`src/rtl/mux_pkg.sv`:
```
// ============================================================================
// Module : mux_pkg
// Brief  : Shared defaults and saturation helper for the mux2 selector.
// Rev    : 1.0
// ============================================================================
`default_nettype none

package mux_pkg;

  localparam int c_SIZE_DEFAULT  = 4;
  localparam int c_CNT_W_DEFAULT = 8;

  // Returns a mask of W ones, clipped to 64 bits, used as the counter ceiling.
  function automatic logic [63:0] sat_max(input int unsigned w);
    logic [63:0] m;
    m = '0;
    for (int unsigned i = 0; i < 64; i++) begin
      if (i < w) m[i] = 1'b1;
    end
    return m;
  endfunction

endpackage

`default_nettype wire

```
`src/rtl/mux2_core.sv`:
```
// ============================================================================
// Module : mux2_core
// Brief  : Pure combinational SIZE-wide 2:1 select.
// Rev    : 1.0
// ============================================================================
`default_nettype none

module mux2_core
  import mux_pkg::*;
#(
  parameter int SIZE = c_SIZE_DEFAULT
) (
  input  logic [SIZE-1:0] i_data0,
  input  logic [SIZE-1:0] i_data1,
  input  logic            i_sel,
  output logic [SIZE-1:0] o_out
);

  assign o_out = i_sel ? i_data1 : i_data0;

endmodule

`default_nettype wire

```
`src/rtl/mux2.sv`:
```
// ============================================================================
// Module : mux2
// Brief  : 2:1 data selector with registered copy and select-activity monitor.
// Rev    : 1.0
// ============================================================================
`default_nettype none

module mux2
  import mux_pkg::*;
#(
  parameter int SIZE  = c_SIZE_DEFAULT,
  parameter int CNT_W = c_CNT_W_DEFAULT
) (
  input  logic             clk,
  input  logic             rst_n,
  input  logic [SIZE-1:0]  data0,
  input  logic [SIZE-1:0]  data1,
  input  logic             sel,
  input  logic             en,
  input  logic             clr,
  output logic [SIZE-1:0]  out,
  output logic [SIZE-1:0]  out_q,
  output logic             sel_changed,
  output logic [CNT_W-1:0] switch_cnt
);

  localparam logic [CNT_W-1:0] c_CNT_MAX = CNT_W'(sat_max(CNT_W));

  logic [SIZE-1:0]  w_out;
  logic             w_sel_diff;
  logic [SIZE-1:0]  r_out_q;
  logic             r_sel_q;
  logic             r_sel_changed;
  logic [CNT_W-1:0] r_switch_cnt;

  mux2_core #(
    .SIZE (SIZE)
  ) u_core (
    .i_data0 (data0),
    .i_data1 (data1),
    .i_sel   (sel),
    .o_out   (w_out)
  );

  assign w_sel_diff = (sel != r_sel_q);

  // Clear re-seeds the sel history with the live sel so no change is seen next cycle.
  always_ff @(posedge clk or negedge rst_n) begin
    if (!rst_n) begin
      r_out_q       <= '0;
      r_sel_q       <= 1'b0;
      r_sel_changed <= 1'b0;
      r_switch_cnt  <= '0;
    end else if (clr) begin
      r_out_q       <= '0;
      r_sel_q       <= sel;
      r_sel_changed <= 1'b0;
      r_switch_cnt  <= '0;
    end else begin
      if (en) r_out_q <= w_out;
      r_sel_q       <= sel;
      r_sel_changed <= w_sel_diff;
      if (w_sel_diff && (r_switch_cnt != c_CNT_MAX)) begin
        r_switch_cnt <= r_switch_cnt + 1'b1;
      end
    end
  end

  assign out         = w_out;
  assign out_q       = r_out_q;
  assign sel_changed = r_sel_changed;
  assign switch_cnt  = r_switch_cnt;

endmodule

`default_nettype wire

```
`config.mk`:
```
export PLATFORM = sky130hd
export DESIGN_NAME = mux2
export DESIGN_NICKNAME = d
export VERILOG_FILES = /design/src/rtl/mux_pkg.sv /design/src/rtl/mux2_core.sv /design/src/rtl/mux2.sv
export SDC_FILE = /design/constraint.sdc
export NUM_CORES = 1
export LEC_CHECK = 0
export BUFFER_PORTS_ARGS = -buffer_cell sky130_fd_sc_hd__clkbuf_2
export CAP_MARGIN = 5
export CORE_MARGIN = 2
export CORE_UTILIZATION = 45
export CTS_CLUSTER_DIAMETER = 100
export DETAILED_ROUTE_END_ITERATION = 6
export PLACE_DENSITY = 0.76
export SYNTH_ARGS = -nofsm -noshare
export SYNTH_HDL_FRONTEND = slang
export SYNTH_SLANG_ARGS = --single-unit
```
`constraint.sdc`:
```
create_clock -name clk -period 3.3 [get_ports clk]
set_input_delay 0 -clock clk [delete_from_list [all_inputs] [get_ports clk]]
set_output_delay 0 -clock clk [all_outputs]
set_load 0.005 [all_outputs]
```
# Word-level counts from Yosys, hierarchy flattened
# Index checks and enable logic that the tools add are counted.
[word_totals] ff_bits=14 out_inout_bits=17 in_bits=13
[op_classes] addsub=1 eq_ne=2 mux=6 n_reduce_logical=3
[ops] cell="8-bit 2-to-1 mux" n=2
[ops] cell="4-bit 2-to-1 mux" n=3
[ops] cell="8-bit by 1-bit adder with 8-bit output, second input constant" n=1
[ops] cell="8-bit != test, second input constant" n=1
[ops] cell="2-bit nonzero test" n=2
[ops] cell="1-bit logical AND" n=1
[ops] cell="1-bit 2-to-1 mux" n=1
[ops] cell="1-bit != test" n=1

# Depth between registers and ports, before layout
[depth] ltp_word=4 ltp_mapped=5

# Cells and area by module
# Synthesis repeated with hierarchy kept, for this count alone.
[unflattened] cells_unflattened=62 area_unflattened_um2=738.2
[modules_own_cells] module="mux2" cells_each=58 n_inst=1 area_each_um2=693.2 seq_area_each_um2=350.3
[modules_own_cells] module="mux2_core" cells_each=4 n_inst=1 area_each_um2=45.0 seq_area_each_um2=0.0

# Least setup slack after synthesis
# No wires, ideal clock.
[synth_timing] path_type="register -> register" from="register r_switch_cnt[0], in the netlist switch_cnt[0]" to="register r_switch_cnt[5], in the netlist switch_cnt[5]" t_arrival_ps=1480 period_less_slack_ps=1557 stages_incl_launch_ff=6 required_ps=3223 setup_slack_ps=1743 path_buffers=0 path_cell_list="dfrtp_1 -> ha_1 -> nand4_2 -> o21ai_2 -> or4_1 -> a21oi_1"
[synth_between] elab_chain_len=3
[synth_rtl] item="from (decl)" line_no="mux2.sv:34" text="logic [CNT_W-1:0] r_switch_cnt;"
[synth_rtl] item="from (signal assigned)" line_no="mux2.sv:64" text="r_switch_cnt <= r_switch_cnt + 1'b1;"
[synth_rtl] item="8-bit by 1-bit adder with 8-bit output or 8-bit != test (tied branches)" line_no="mux2.sv:64, mux2.sv:63"
[synth_rtl] item="8-bit 2-to-1 mux or 1-bit logical AND (tied branches)" line_no="mux2.sv:63" text="if (w_sel_diff && (r_switch_cnt != c_CNT_MAX)) begin"
[synth_rtl] item="8-bit 2-to-1 mux or 2-bit nonzero test (tied branches)"
# Parallel ways exist; a longest one is shown, timed or not. The select of a mux whose other input is x is not followed.
# A chain may end at the register's enable or synchronous reset.

# Final worst setup path
# Ends and elaborated chain as after synthesis.

==> run metrics <==
outcome complete, no violations; FFs w/ async S/R, synth 100.0%; endpoint type of the worst setup path flop; top post-synthesis cells by area dfrtp_1 (48%), mux2i_1 (8.2%), mux2_2 (6.2%), nor2_1 (6.2%), xor2_4 (3.8%); full die area 1956 sq um; Fmax achieved 609.1 MHz; H-tree depth 1; post-route core utilization 60.88%; Mapped Avg Cell Area 11.20 sq um; global-route wire length before repair 2221 um; post-route clock period utilization 49.75%; delay-heaviest family, CP simple AND/OR/NAND/NOR gates; Seq/Total Area, Yosys 48.11%; Placed Area 870.8 sq um; vias in the first global route 558; Crit Path Category flop to flop; multi-input logic area 355.3 sq um; deepest clock path buffer count 2; row count 14; detailed placer's ending HPWL 1069 um; Internal 0.0002751 W; CTS tree done; leading area contributor after synthesis dfrtp_1; Setup TNS Final 0 ns; placed insts 107; fin nets 111; DR vias 584; Slowest-stage cell, CP or4_1; required time worst endpoint 3.50 ns; cts bufs inserted 3; post-route cell area 917.1 sq um; initial antenna violation count 0; Worst Hold Class input port to flop; FF+latch area 350.3 sq um; Rel. slew slack 77.73%; Worst Path Arrival 1.84 ns; # IOs 30; RSZ-0062 raised after global routing no; worst path bufs/invs 0; Slew @ Worst Pin 0.3311 ns; drt wl/cell 11.95 um; FILL cells 141; combinational fraction of design power 15.6%; Root Buffer clkbuf_4; worst vdd ir 242.4 uV; DR DRC count 0; DRT iter0 DRCs 6; YS warnings 0; final setup violation count 0; initial core utilization 48.34%; DRT Pass-1 Iters 3; minimum clock period 1.642 ns; Netlist cell types 25; Synth Register Bits 14; Max Cap Viol 0; Clk network pwr share 33.0%; share of the synthesized area in the top cell type 48.11%; Die Ht 44.23 um; mapped cell area 728.2 sq um; final hold vios 0; Resized cells post-CTS 0; power per cell area 398.0 nW/um^2; Sw Share 24.64%; CP peak stage delay 0.47 ns; Synth Net Count 79; critical-path cell list ha_1 > nand4_2 > o21ai_2 > or4_1 > a21oi_1; hold slack 0.009781 ns; max-slew violation count 0; Mapped Cells 65; CP Launch Type flop; Vias/cell 5.214; largest net degree at the start of global routing 15; Tot GR Track Use 15.38%; Placeable Area 1506 sq um; GR Overflow Total 0; n_diodes 0; # clock sinks 14; final WL 1338 um; Area Growth Syn to Fin 25.95%; Synth top cells by count dfrtp_1 (14), nor2_1 (12), mux2i_1 (6), mux2_2 (4); EDFF count, synth 0; Die X 44.23 um; share of cells above drive strength 1 41.67%; Clock Skews 0.005308 ns; most frequent cell after synthesis dfrtp_1; sw power 0.00008995 W; port bufs 29; Sequential Power Share 51.3%; Clock Pin Slew Worst Setup and Hold Paths 0.09 ns; DRT antenna net count 0; Top FF cell, synth dfrtp_1; leakage power 0.4685 nW; Finished Layout Cells 112; Worst-Skew Late Latency 0.27 ns; routability congestion estimate 0.7614; Max Fanout on Critical Path 5
[flip-flops by register name (all words and copies together) (netlist names)]
name,count
switch_cnt,8
r_sel_q,1
sel_changed,1
out_q,4
[cell families (layout without fill, tap and decap cells)]
family / count (synthesis) / after routing / synth area share [%]
xor gates and xnor gates: 5 / 5 / 8.592
DFF: 14 / 14 / 48.11
adders and majority gates: 1 / 1 / 1.718
and+or+nand+nor: 24 / 24 / 16.15
muxes: 10 / 10 / 14.43
buffers and inverters: 3 / 34 / 3.093
AOI/OAI and AO/OA: 8 / 8 / 7.904
[cell type report]
class | instances | area share [%]
well taps | 16 | 2.183
repair buffers | 30 | 16.92
flip-flops and latches | 14 | 38.20
clock buffers | 4 | 3.956
multi-input cells | 48 | 38.74
[power by group through the flow]
stage	clock network, W	logic (W)	registers, W
after floorplan	0	0.0000318	0.000191
after global placement	0	0.0000561	0.000191
after detailed placement	0	0.0000573	0.000191
after CTS	0.000124	0.0000586	0.000187
after global routing	0.000135	0.0000638	0.000190
final	0.000121	0.0000571	0.000187
[layout by cell type, fill, tap and decap left out, drive strengths merged]
cell type / count
mux2: 4
o21ai: 1
o21a: 1
nand2: 3
nand3: 3
o211ai: 2
nor2b: 1
or4: 1
ha: 1
nor3b: 1
dlygate4sd3: 1
nand4: 1
clkbuf: 33
xnor2: 1
o31ai: 1
mux2i: 6
nor2: 12
dfrtp: 14
xor2: 4
a21oi: 1
a211oi: 1
and3: 1
a31oi: 1
nor4: 1
[stage by stage]
stage	setup WS (ns)	total power, W
after floorplan	1.743	0.0002232
after global placement	1.724	0.0002466
after detailed placement	1.672	0.0002482
after CTS	1.649	0.0003704
after global routing	1.529	0.0003883
final	1.658	0.0003650
[path summary, 6_finish.rpt]
kind	startpoint	end	slack, ns	cells past startpoint
max	switch_cnt[0]$_DFFE_PN0P_	switch_cnt[5]$_DFFE_PN0P_	1.66	5
min	sel	r_sel_q$_DFF_PN0_	0.01	1
max reg2reg	switch_cnt[0]$_DFFE_PN0P_	switch_cnt[5]$_DFFE_PN0P_	1.66	5
min reg2reg	out_q[1]$_DFFE_PN0P_	out_q[1]$_DFFE_PN0P_	0.53	2
max in group asynchronous	rst_n	out_q[3]$_DFFE_PN0P_	2.89	2
min in group asynchronous	rst_n	switch_cnt[5]$_DFFE_PN0P_	0.15	2
[timing repair]
action                                 in CTS  in global routing
setup buffers                               0                  0
endpoints found under the hold margin      14                  0
hold buffers                                1                  0
[layer usage]
metal	GRT usage [%]	up-vias	share of wire (%)	routed length (um)
li1	-	291	-	-
met1	18.47	277	42	567
met2	26.76	16	52	697
met3	3.673	0	5.5	73
met4	5.455	0	0	0
met5	0	-	0	0
[worst register-to-register path, cell delays in order (launching register included)]
cell and delay [ns]:
dfrtp_1 0.43, ha_1 0.25, nand4_2 0.15, o21ai_2 0.11, or4_1 0.47, a21oi_1 0.16
No activity file was read; power rests on OpenSTA's default activity.
